<file path="config.mk">
export PLATFORM = sky130hd
export DESIGN_NAME = power_pipe
export DESIGN_NICKNAME = d
export VERILOG_FILES = /design/src/rtl/power_pipe_pkg.sv /design/src/rtl/power_pipe_stage.sv /design/src/rtl/power_pipe.sv
export SDC_FILE = /design/constraint.sdc
export NUM_CORES = 1
export LEC_CHECK = 0
export ABC_AREA = 1
export CORE_UTILIZATION = 60
export DETAILED_ROUTE_END_ITERATION = 8
export GPL_TIMING_DRIVEN = 1
export PLACE_DENSITY = 0.76
export SYNTH_ARGS = -nofsm -noshare
export SYNTH_HDL_FRONTEND = slang
export SYNTH_SLANG_ARGS = --single-unit
</file>
<file path="constraint.sdc">
create_clock -name i_clk -period 4.5 [get_ports i_clk]
set_clock_uncertainty 0.15 [all_clocks]
set_input_delay 0.9 -clock i_clk [delete_from_list [all_inputs] [get_ports i_clk]]
set_output_delay 0.9 -clock i_clk [all_outputs]
set_load 0.02 [all_outputs]
</file>
<file path="src/rtl/power_pipe_pkg.sv">
// Shared definitions for the x^POWER pipeline: limits, the per-stage record and a legality check.
package power_pipe_pkg;

   localparam int MAX_POWER = 8;
   localparam int MAX_WIDTH = 32;

   // Fields are sized for the widest legal build; narrower builds keep the upper bits at zero.
   typedef struct packed {
      logic                 valid;
      logic [MAX_WIDTH-1:0] x;
      logic [MAX_WIDTH-1:0] p;
      logic                 ovf;
   } stage_t;

   function automatic bit width_ok(input int w);
      return (w >= 2) && (w <= MAX_WIDTH);
   endfunction

endpackage

</file>
<file path="src/rtl/power_pipe_stage.sv">
// One multiply stage of power_pipe: p_out = p_in * x_in, overflow detect, enable-gated register.
module power_pipe_stage
   import power_pipe_pkg::*;
#(
   parameter int WIDTH = 8
) (
   input  logic   i_clk,
   input  logic   i_srstN,
   input  logic   i_adv,
   input  stage_t i_prev,
   output stage_t o_stage
);

   localparam logic [MAX_WIDTH-1:0] LOW_MASK = MAX_WIDTH'((64'd1 << WIDTH) - 64'd1);

   logic [2*MAX_WIDTH-1:0] prod_p0;
   logic [2*MAX_WIDTH-1:0] hi_p0;

   // Operands are below 2^WIDTH, so anything above bit WIDTH-1 of the product is overflow.
   always_comb begin
      prod_p0 = {{MAX_WIDTH{1'b0}}, i_prev.p} * {{MAX_WIDTH{1'b0}}, i_prev.x};
      hi_p0   = prod_p0 >> WIDTH;
   end

   // ---- stage register ----
   always_ff @(posedge i_clk) begin
      if (!i_srstN) begin
         o_stage <= '0;
      end else if (i_adv) begin
         o_stage.valid <= i_prev.valid;
         o_stage.x     <= i_prev.x;
         o_stage.p     <= prod_p0[MAX_WIDTH-1:0] & LOW_MASK;
         o_stage.ovf   <= i_prev.ovf | (|hi_p0);
      end
   end

endmodule

</file>
<file path="src/rtl/power_pipe.sv">
// Pipelined unsigned x^POWER with valid/ready and a global clock enable.
// Define POWER_PIPE_SAT_EN to saturate o_xPower to all-ones on overflow instead of truncating.
module power_pipe
   import power_pipe_pkg::*;
#(
   parameter int WIDTH = 8,
   parameter int POWER = 3
) (
   input  logic             i_clk,
   input  logic             i_srstN,
   input  logic             i_clkEn,
   input  logic             i_valid,
   input  logic [WIDTH-1:0] i_x,
   output logic             o_ready,
   output logic             o_valid,
   input  logic             i_ready,
   output logic [WIDTH-1:0] o_xPower,
   output logic             o_ovf
);

   if (!width_ok(WIDTH)) begin : g_bad_width
      $error("power_pipe: WIDTH=%0d outside 2..%0d", WIDTH, MAX_WIDTH);
   end
   if ((POWER < 1) || (POWER > MAX_POWER)) begin : g_bad_power
      $error("power_pipe: POWER=%0d outside 1..%0d", POWER, MAX_POWER);
   end

   logic   advance;
   stage_t head_p0;
   stage_t chain [POWER];
   stage_t last;
   logic   unused_bits;

   // The whole pipe stalls together; bubbles are not squeezed out.
   assign advance = i_clkEn & (~o_valid | i_ready);
   assign o_ready = advance;

   // ---- stage 1: capture x as both operand and initial product ----
   always_ff @(posedge i_clk) begin
      if (!i_srstN) begin
         head_p0 <= '0;
      end else if (advance) begin
         head_p0.valid <= i_valid;
         head_p0.x     <= MAX_WIDTH'(i_x);
         head_p0.p     <= MAX_WIDTH'(i_x);
         head_p0.ovf   <= 1'b0;
      end
   end

   assign chain[0] = head_p0;

   // ---- stages 2..POWER ----
   for (genvar k = 1; k < POWER; k++) begin : g_stage
      power_pipe_stage #(
         .WIDTH (WIDTH)
      ) u_stage (
         .i_clk   (i_clk),
         .i_srstN (i_srstN),
         .i_adv   (advance),
         .i_prev  (chain[k-1]),
         .o_stage (chain[k])
      );
   end

   assign last        = chain[POWER-1];
   assign o_valid     = last.valid;
   assign o_ovf       = last.ovf;
   assign unused_bits = ^{last.x, last.p};

`ifdef POWER_PIPE_SAT_EN
   function automatic logic [WIDTH-1:0] saturate(input logic [WIDTH-1:0] val, input logic ovf);
      return ovf ? {WIDTH{1'b1}} : val;
   endfunction

   assign o_xPower = saturate(last.p[WIDTH-1:0], last.ovf);
`else
   assign o_xPower = last.p[WIDTH-1:0];
`endif

endmodule

</file>
Word-level counts from Yosys, hierarchy flattened
Index checks and enable logic that the tools add are counted.
- add/subtract/negate cells: 0
- multipliers: 2
- divide/modulo/power cells: 0
- magnitude comparators: 0
- equality and inequality tests: 0
- shifts and indexed selects: 0
- muxes and demuxes: 0
- bitwise logic cells: 4
- reductions and logical operators: 2
- operator list (cell ; count):
    56-bit OR reduction ; 2
    8-bit by 8-bit multiplier with 16-bit output ; 2
    1-bit OR ; 2
    1-bit bitwise AND ; 1
    1-bit NOT ; 1
- register bits: 37
- bits in latches: 0
- memory bits (writable): 0
- ROM bits: 0
- input port bits: 13
- output and inout port bits: 11
- logic and storage cells: 17
- memories kept: 0

Depth between registers and ports, before layout
Gate-level depths: netlist of run 1.
- depth in word-level cells: 3
- mapped depth: 24
- mapped depth without buffers: 23

By module
A second synthesis of run 1 with hierarchy kept.
- cells, all modules: 9518
- area total of the unflattened synthesis: 72530.8 µm²
- by module, submodules not included (module ; instances ; cells an instance ; area an instance (µm²) ; seq. area each (µm²)):
    power_pipe_stage (g_stage[2].u_stage) ; 1 ; 4743 ; 36202.2 ; 840.8
    power_pipe_stage (g_stage[1].u_stage) ; 1 ; 4713 ; 35886.9 ; 840.8
    power_pipe ; 1 ; 62 ; 441.7 ; 180.2

Worst setup path before layout of run 1
No wires, ideal clock.
- kind: reg2reg
- start point: reg g_stage[1].u_stage.o_stage[3] in the netlist's numbering
- end point: reg g_stage[2].u_stage.o_stage[0] in the netlist's numbering
- library setup time: 0.117 ns
- arrival: 3.824 ns
- required time: 4.233 ns
- setup slack: 0.409 ns
- stages on the path, launching flop included: 21
- buffers on the path: 1
- period minus slack after synthesis: 4.091 ns
- path through: dfxtp_1 clkbuf_1 nand2_1 fa_1 fa_1 fa_1 fa_1 inv_1 ha_1 nand2_1 inv_1 nand2_1 nand2_1 nand2_1 nand3_1 nand2_1 clkinv_1 nor2_1 nand3_1 nor2_1 nor2_1
- longest elaborated chain between the ends: 3
- RTL lines (element ; line ; source):
    from (decl) ; power_pipe_stage.sv:11 ; output stage_t o_stage
    8-bit by 8-bit multiplier with 16-bit output ; power_pipe_stage.sv:21 ; prod_p0 = {{MAX_WIDTH{1'b0}}, i_prev.p} * {{MAX_WIDTH{1'b0}}, i_prev.x};
    56-bit OR reduction ; power_pipe_stage.sv:33 ; o_stage.ovf <= i_prev.ovf | (|hi_p0);
    1-bit OR ; power_pipe_stage.sv:33 ;
    to (decl) ; power_pipe_stage.sv:11 ;
No other way between the ends.
A chain may end at the register's enable or synchronous reset.

Worst setup path after layout of run 1
- start point: reg g_stage[1].u_stage.o_stage[4] in the netlist's numbering
- end point: reg g_stage[2].u_stage.o_stage[0] in the netlist's numbering
Same word-level chain as after synthesis.

==> results by group, run 1 <==
Timing
  – FMAX: 241 MHz
  – Endpoints failing hold: 0
  – Period utilisation layout: 0.924
  – Final setup violation count: 0
  – Setup_tns: 0 ns
  – Tmin final: 4.16 ns
  – RSZ-0062 raised after global routing: false
  – Slew Limit Fails: 0

Floorplan
  – Initial Utilization: 0.614
  – I/O Pins: 24
  – Die area: 9260 µm²
  – Die Wd: 96.3 µm
  – Cell Rows: 34
  – Die Ht: 96.3 µm
  – Core area: 8680 µm²

Setup path
  – Critical path type: reg -> reg
  – Critical Path Max Stage Delay: 0.54 ns
  – CP top delay family: adder cells
  – Buf+Inv Stages, Crit Path: 2
  – WP data arrival: 4.26 ns
  – Crit. End Element: flop
  – Critical path, cell by cell: nand2_1, fa_1, fa_1, fa_1, inv_1, fa_1, ha_1, nand2_1, inv_2, a21oi_2, nand2_1, nand2_1, nand2_1, or2_0, nand3_1, nor2_1, nor2_1
  – CP max FO: 9
  – Crit-path most repeated cell: nand2_1
  – Slowest cell on crit path: fa_1
  – Startpoint Class: flop
  – RR Startpoint: g_stage[1].u_stage.o_stage[4]$_SDFFE_PN0P_
  – R2r setup slk: 0.34 ns
  – CP startpoint: g_stage[1].u_stage.o_stage[4]$_SDFFE_PN0P_
  – Worst Path Required: 4.60 ns

Placed design
  – Detailed placement HPWL: 9470 µm
  – Cell total after placement: 884
  – Area after DPL: 5590 µm²
  – Port Buf Inserts: 23
  – Gp weighted congestion: 0.925

Pwr
  – Maximum VDD drop: 0.147 mV
  – PD cells: 197 nW/µm²
  – Leak: 3.39 nW
  – Overall Power: 1.12 mW

Synthesis
  – Synth unique cells: 32
  – Post-synth top area cell: fa_1
  – Synthesized area: 5330 µm²
  – Ys Warns: 0
  – EDFF count, synth: 0
  – Yosys top cell area share: 0.218
  – Commonest register cell after synthesis: dfxtp_1
  – Seq cells post-synth: 35
  – Top cells by count, synth: nand2_1 (201), inv_1 (185), ha_1 (66), nor2_1 (60), fa_1 (58)
  – Asr flop ratio synth: 0
  – Area contributors post-synth: fa_1 (22%), ha_1 (15%), nand2_1 (14%), dfxtp_1 (13%), inv_1 (13%)
  – Post-synthesis instance total: 779
  – Register area share after synthesis: 0.131
  – Most frequent cell after synthesis: nand2_1
  – Avg Inst Size Synth: 6.84 µm²

Clocking
  – Worst skew pair latency: 0.31 ns
  – Clock sinks: 35
  – H-tree depth: 2
  – Root Driver: clkbuf_8
  – Cts bufs inserted: 5
  – Clock Path Buffers: 2
  – CTS tree: built
  – Clk pin slew, worst setup/hold paths: 0.09 ns

Drt
  – Wirelength, routed: 11500 µm
  – Drt pass-1 iters: 5
  – Vias: 4623
  – Routed Antenna Nets: 0
  – Post-DR vias/cell: 5.18
  – Routed WL per cell: 12.9 µm
  – Number of DRC markers in iteration 0: 150
  – Post-route DRC: 0

GRT
  – GRT Util Overall: 0.278
  – Initial antenna violation count: 0
  – Largest net degree at the start of global routing: 39
  – Vias in the first global route: 4577
  – Gr ovfl total: 0
  – First-pass GRT wire length: 19900 µm

Finish
  – Nets: 920
  – Area delta synth->final: 7.14%
  – Layout cells sized above 1: 0.0587
  – Ant diodes: 0
  – Fin util: 0.658
  – Fillcell total: 821
  – Non-Filler Instances: 892
  – Design Area, Final: 5710 µm²

Worst hold path
  – Hold Path Class: reg -> reg
  – Hold Path Origin: g_stage[2].u_stage.o_stage[1]$_SDFFE_PN0P_

Run
  – Maxcap violations: 0

Run status
  – Status: complete, no violations
[power by group]
| part | switching [mW] | internal [mW] | total [mW] |
|---|---|---|---|
| logic | 0.295 | 0.196 | 0.491 |
| clock network | 0.140 | 0.111 | 0.251 |
| registers | 0.0443 | 0.339 | 0.383 |
[what timing repair did]
| item | CTS | global route |
|---|---|---|
| buffers inserted | 0 | 0 |
| hold buffers | 0 | 0 |
| setup endpoints to repair | 0 | 2 |
| resized for setup | 0 | 20 |
[cell families after synthesis]
group / count (synthesis) / synth area share
and+or+nand+nor: 311 / 0.238
buffers and inverters: 226 / 0.167
adders and majority gates: 124 / 0.373
AOI/OAI and AO/OA: 68 / 0.0683
DFF: 35 / 0.131
xor gates and xnor gates: 13 / 0.0214
other: 2 / 0.00141
[path summary, 6_finish.rpt]
check | to | cells past startpoint
max | g_stage[2].u_stage.o_stage[0]$_SDFFE_PN0P_ | 17
min | g_stage[2].u_stage.o_stage[1]$_SDFFE_PN0P_ | 2
max reg2reg | g_stage[2].u_stage.o_stage[0]$_SDFFE_PN0P_ | 17
min reg2reg | g_stage[2].u_stage.o_stage[1]$_SDFFE_PN0P_ | 2
[layout make-up]
| type | count | area [µm²] | area share |
|---|---|---|---|
| Timing Repair Buffer | 31 | 290 | 0.0508 |
| Clock buffer | 5 | 68.8 | 0.0121 |
| Sequential cell | 35 | 728 | 0.128 |
| Tap cell | 108 | 135 | 0.0237 |
| Multi-Input combinational cell | 521 | 3750 | 0.658 |
| Inverter | 189 | 709 | 0.124 |
| Clock inverter | 3 | 23.8 | 0.00416 |
[routing by layer]
layer,up-vias,track usage,wire [µm]
li1,2316,-,-
met4,0,0.0833,286
met5,-,0,0
met3,26,0.0308,513
met2,107,0.526,5790
met1,2174,0.327,4890
[placed cells by master, fill, tap and decap left out, types with 3 or more instances in the layout]
cell type	count
xor2_1	8
clkdlybuf4s50_1	23
nor2_1	59
fa_1	58
a21oi_1	28
nand4_1	8
dfxtp_1	19
nand3_1	29
inv_1	185
ha_1	66
conb_1	5
nand3_2	4
nand2_1	201
nand2_2	3
xnor2_1	5
o21ai_0	31
buf_4	8
dfxtp_4	3
nor3_1	3
clkbuf_8	5
dfxtp_2	13
[per-stage QoR]
stage,setup WS [ns],hold WS [ns]
floorplan,0.409,0.296
global placement,0.161,0.303
detailed placement,0.152,0.306
CTS,0.142,0.319
global route,0.00133,0.348
finish,0.343,0.320
[flip-flops by register name, summed over array words and instances (netlist names)]
| signal | cells |
|---|---|
| chain | 9 |
| g_stage.u_stage.o_stage | 26 |
[tightest hold or removal path, delay by kind of cell (launching register included)]
family          cells  cell delay, ns
compound gates      1            0.05
simple gates        1            0.06
flops               1            0.32
Note: power is estimated with default switching activity, not from simulation.
==> inputs of run 2 (changes only) <==
- CAP_MARGIN: default -> 40
- CORE_MARGIN: default -> 4
==> run 2 against run 1 <==
Against the previous run:
- utilization rose by 0.42 points
- non-clock buffer count increased by 1
- die area grew 13%
- first-iteration DRC count rose by 6.0%
- sequential power is essentially flat
- global-route usage down 2.6 points
- sequential share of layout area fell by 0.23 points
- clock power rose by 23%
- final area increased by 0.64%
- register-to-register slack lost 0.09 ns
- sequential cell count stayed put
==> results by group, run 2 (same netlist as run 1, synthesis figures left out) <==
Drt
  – Routed Antenna Nets: 0 (unchanged)
  – Post-DR vias/cell: 5.16 (was 5.18)
  – Post-route DRC: 0 (unchanged)
  – Wirelength, routed: 11800 µm (was 11500 µm)
  – Number of DRC markers in iteration 0: 159 (was 150)
  – Drt pass-1 iters: 5 (unchanged)
  – Routed WL per cell: 13.2 µm (was 12.9 µm)
  – Vias: 4606 (was 4623)

Clocking
  – H-tree depth: 2 (unchanged)
  – CTS tree: built (unchanged)
  – Clk pin slew, worst setup/hold paths: 0.09 ns (about the same)
  – CTS Hold Bufs: 0 (unchanged)
  – Setup Buffers After CTS: 0 (unchanged)
  – Cts bufs inserted: 5 (unchanged)
  – Worst skew pair latency: 0.30 ns (was 0.31 ns)
  – Clock Path Buffers: 2 (unchanged)
  – Root Driver: clkbuf_8 (unchanged)
  – Clock sinks: 35 (unchanged)
  – CTS resizes: 0 (unchanged)

Placed design
  – Setup WS pre-CTS: 0.160 ns (was 0.152 ns)
  – Port Buf Inserts: 23 (unchanged)
  – Gp weighted congestion: 0.869 (was 0.925)
  – Detailed placement HPWL: 9760 µm (was 9470 µm)
  – Cell total after placement: 885 (was 884)
  – Area after DPL: 5600 µm² (was 5590 µm²)

Pwr
  – Clock power frac: 0.259 (was 0.223)
  – PD cells: 207 nW/µm² (was 197 nW/µm²)
  – Sequential share of power: 0.320 (was 0.341)
  – Net Sw Power: 471 µW (was 479 µW)
  – Maximum VDD drop: 0.126 mV (was 0.147 mV)
  – Logic pwr share: 0.421 (was 0.436)
  – Overall Power: 1.19 mW (was 1.12 mW)
  – Leak: 3.42 nW (was 3.39 nW)
  – Power Internal: 721 µW (was 645 µW)
  – Net Sw Frac: 0.395 (was 0.426)

Finish
  – Nets: 921 (was 920)
  – Largest register FFs: 26 (unchanged)
  – Design Area, Final: 5750 µm² (was 5710 µm²)
  – Layout cells sized above 1: 0.0599 (was 0.0587)
  – Multi-input logic area: 3770 µm² (was 3750 µm²)
  – Ant diodes: 0 (unchanged)
  – Non-Filler Instances: 893 (was 892)
  – Top reg by flops: g_stage.u_stage.o_stage (unchanged)
  – Fillcell total: 784 (was 821)
  – Commonest non-fill, non-tap cell in the layout: nand2_1 (unchanged)
  – Area delta synth->final: 7.82% (was 7.14%)
  – Most frequent cells in the layout: nand2_1 (200), inv_1 (185), ha_1 (65) (was nand2_1 (201), inv_1 (185), ha_1 (66))
  – FF/Latch Area: 719 µm² (was 728 µm²)
  – Fin util: 0.662 (was 0.658)

Timing
  – Tmin final: 4.24 ns (was 4.16 ns)
  – Fin Hold WS: 0.311 ns (was 0.320 ns)
  – Endpoints failing hold: 0 (unchanged)
  – Period utilisation layout: 0.943 (was 0.924)
  – FMAX: 236 MHz (was 241 MHz)
  – Setup_tns: 0 ns (unchanged)
  – Final setup violation count: 0 (unchanged)
  – Final WS setup: 0.258 ns (was 0.343 ns)
  – Slew Limit Fails: 0 (unchanged)

GRT
  – Gr ovfl total: 0 (unchanged)
  – Largest net degree at the start of global routing: 39 (unchanged)
  – Initial antenna violation count: 0 (unchanged)
  – First-pass GRT wire length: 21100 µm (was 19900 µm)
  – Vias in the first global route: 4790 (was 4577)
  – GRT Util Overall: 0.252 (was 0.278)

Floorplan
  – Die Wd: 102 µm (was 96.3 µm)
  – Die Ht: 102 µm (was 96.3 µm)
  – Initial Utilization: 0.614 (unchanged)
  – Cell Rows: 34 (unchanged)
  – Core area: 8680 µm² (unchanged)
  – Die area: 10500 µm² (was 9260 µm²)
  – I/O Pins: 24 (unchanged)

Worst hold path
  – Hold Path Class: reg -> reg (unchanged)

Setup path
  – CP top delay family: adder cells (unchanged)
  – Startpoint Class: flop (unchanged)
  – CP max FO: 8 (was 9)
  – Crit-path most repeated cell: nand2_1 (unchanged)
  – Buf+Inv Stages, Crit Path: 1 (was 2)
  – WP data arrival: 4.27 ns (was 4.26 ns)
  – Crit. End Element: flop (unchanged)
  – Critical path, cell by cell: nand2_1, fa_1, fa_1, fa_1, fa_1, inv_1, ha_1, nand2_1, a21oi_1, o21ai_1, nand3_1, nand2_1, nand2_1, nor2_1, nand2_1, nor2_1, nor2_1 (was nand2_1, fa_1, fa_1, fa_1, inv_1, fa_1, ha_1, nand2_1, inv_2, a21oi_2, nand2_1, nand2_1, nand2_1, or2_0, nand3_1, nor2_1, nor2_1)
  – Critical Path Max Stage Delay: 0.56 ns (was 0.54 ns)
  – Critical path type: reg -> reg (unchanged)
  – Slowest cell on crit path: fa_1 (unchanged)
  – Worst Path Required: 4.53 ns (was 4.60 ns)

Run status
  – Status: complete, no violations (unchanged)

Run
  – Maxcap violations: 0 (unchanged)
## run 2: layout make-up
type                       count  area share
sequential                    35       0.125
clock buffer                   6      0.0144
multi-input combinational    521       0.656
timing repair buffer          32      0.0518
clock inverter                 2     0.00610
inverter                     189       0.123
tap                          108      0.0235
## run 2: final timing paths
| kind | from | endpoint | slack, ns | cells past startpoint |
|---|---|---|---|---|
| worst max register to register | chain[171]$_SDFFE_PN0P_ | g_stage[1].u_stage.o_stage[0]$_SDFFE_PN0P_ | 0.26 | 17 |
| worst min register to register | g_stage[1].u_stage.o_stage[65]$_SDFFE_PN0P_ | g_stage[2].u_stage.o_stage[65]$_SDFFE_PN0P_ | 0.31 | 2 |
| worst max-delay path | chain[171]$_SDFFE_PN0P_ | g_stage[1].u_stage.o_stage[0]$_SDFFE_PN0P_ | 0.26 | 17 |
| worst min-delay path | g_stage[1].u_stage.o_stage[65]$_SDFFE_PN0P_ | g_stage[2].u_stage.o_stage[65]$_SDFFE_PN0P_ | 0.31 | 2 |
## run 2: metal layers
| layer | routed length, µm | GRT usage | vias to the layer above | share of wire |
|---|---|---|---|---|
| met5 | 0 | 0 | - | 0 |
| met4 | 356 | 0.0898 | 0 | 0.030 |
| met3 | 403 | 0.0225 | 30 | 0.034 |
| met2 | 6260 | 0.475 | 99 | 0.53 |
| met1 | 4810 | 0.297 | 2168 | 0.41 |
| li1 | - | - | 2309 | - |
## run 2: power groups by stage
stage / sequential [mW] / clock [mW] / combinational [mW]
2_1_floorplan: 0.355 / 0 / 0.398
5_1_grt: 0.386 / 0.335 / 0.586
3_5_place_dp: 0.385 / 0 / 0.493
6_report: 0.381 / 0.309 / 0.502
4_1_cts: 0.378 / 0.314 / 0.500
3_3_place_gp: 0.384 / 0 / 0.483
## run 2: worst min-delay path, stage by stage, from the launching register on
cell and delay, ns:
dfxtp_1 0.32, o21ai_0 0.08, inv_1 0.05
==> inputs of run 3 (changes only) <==
- CTS_CLUSTER_SIZE: default -> 28
==> results of run 3 <==
Same layout as run 2: the final DEF is identical, and so are final timing and power.
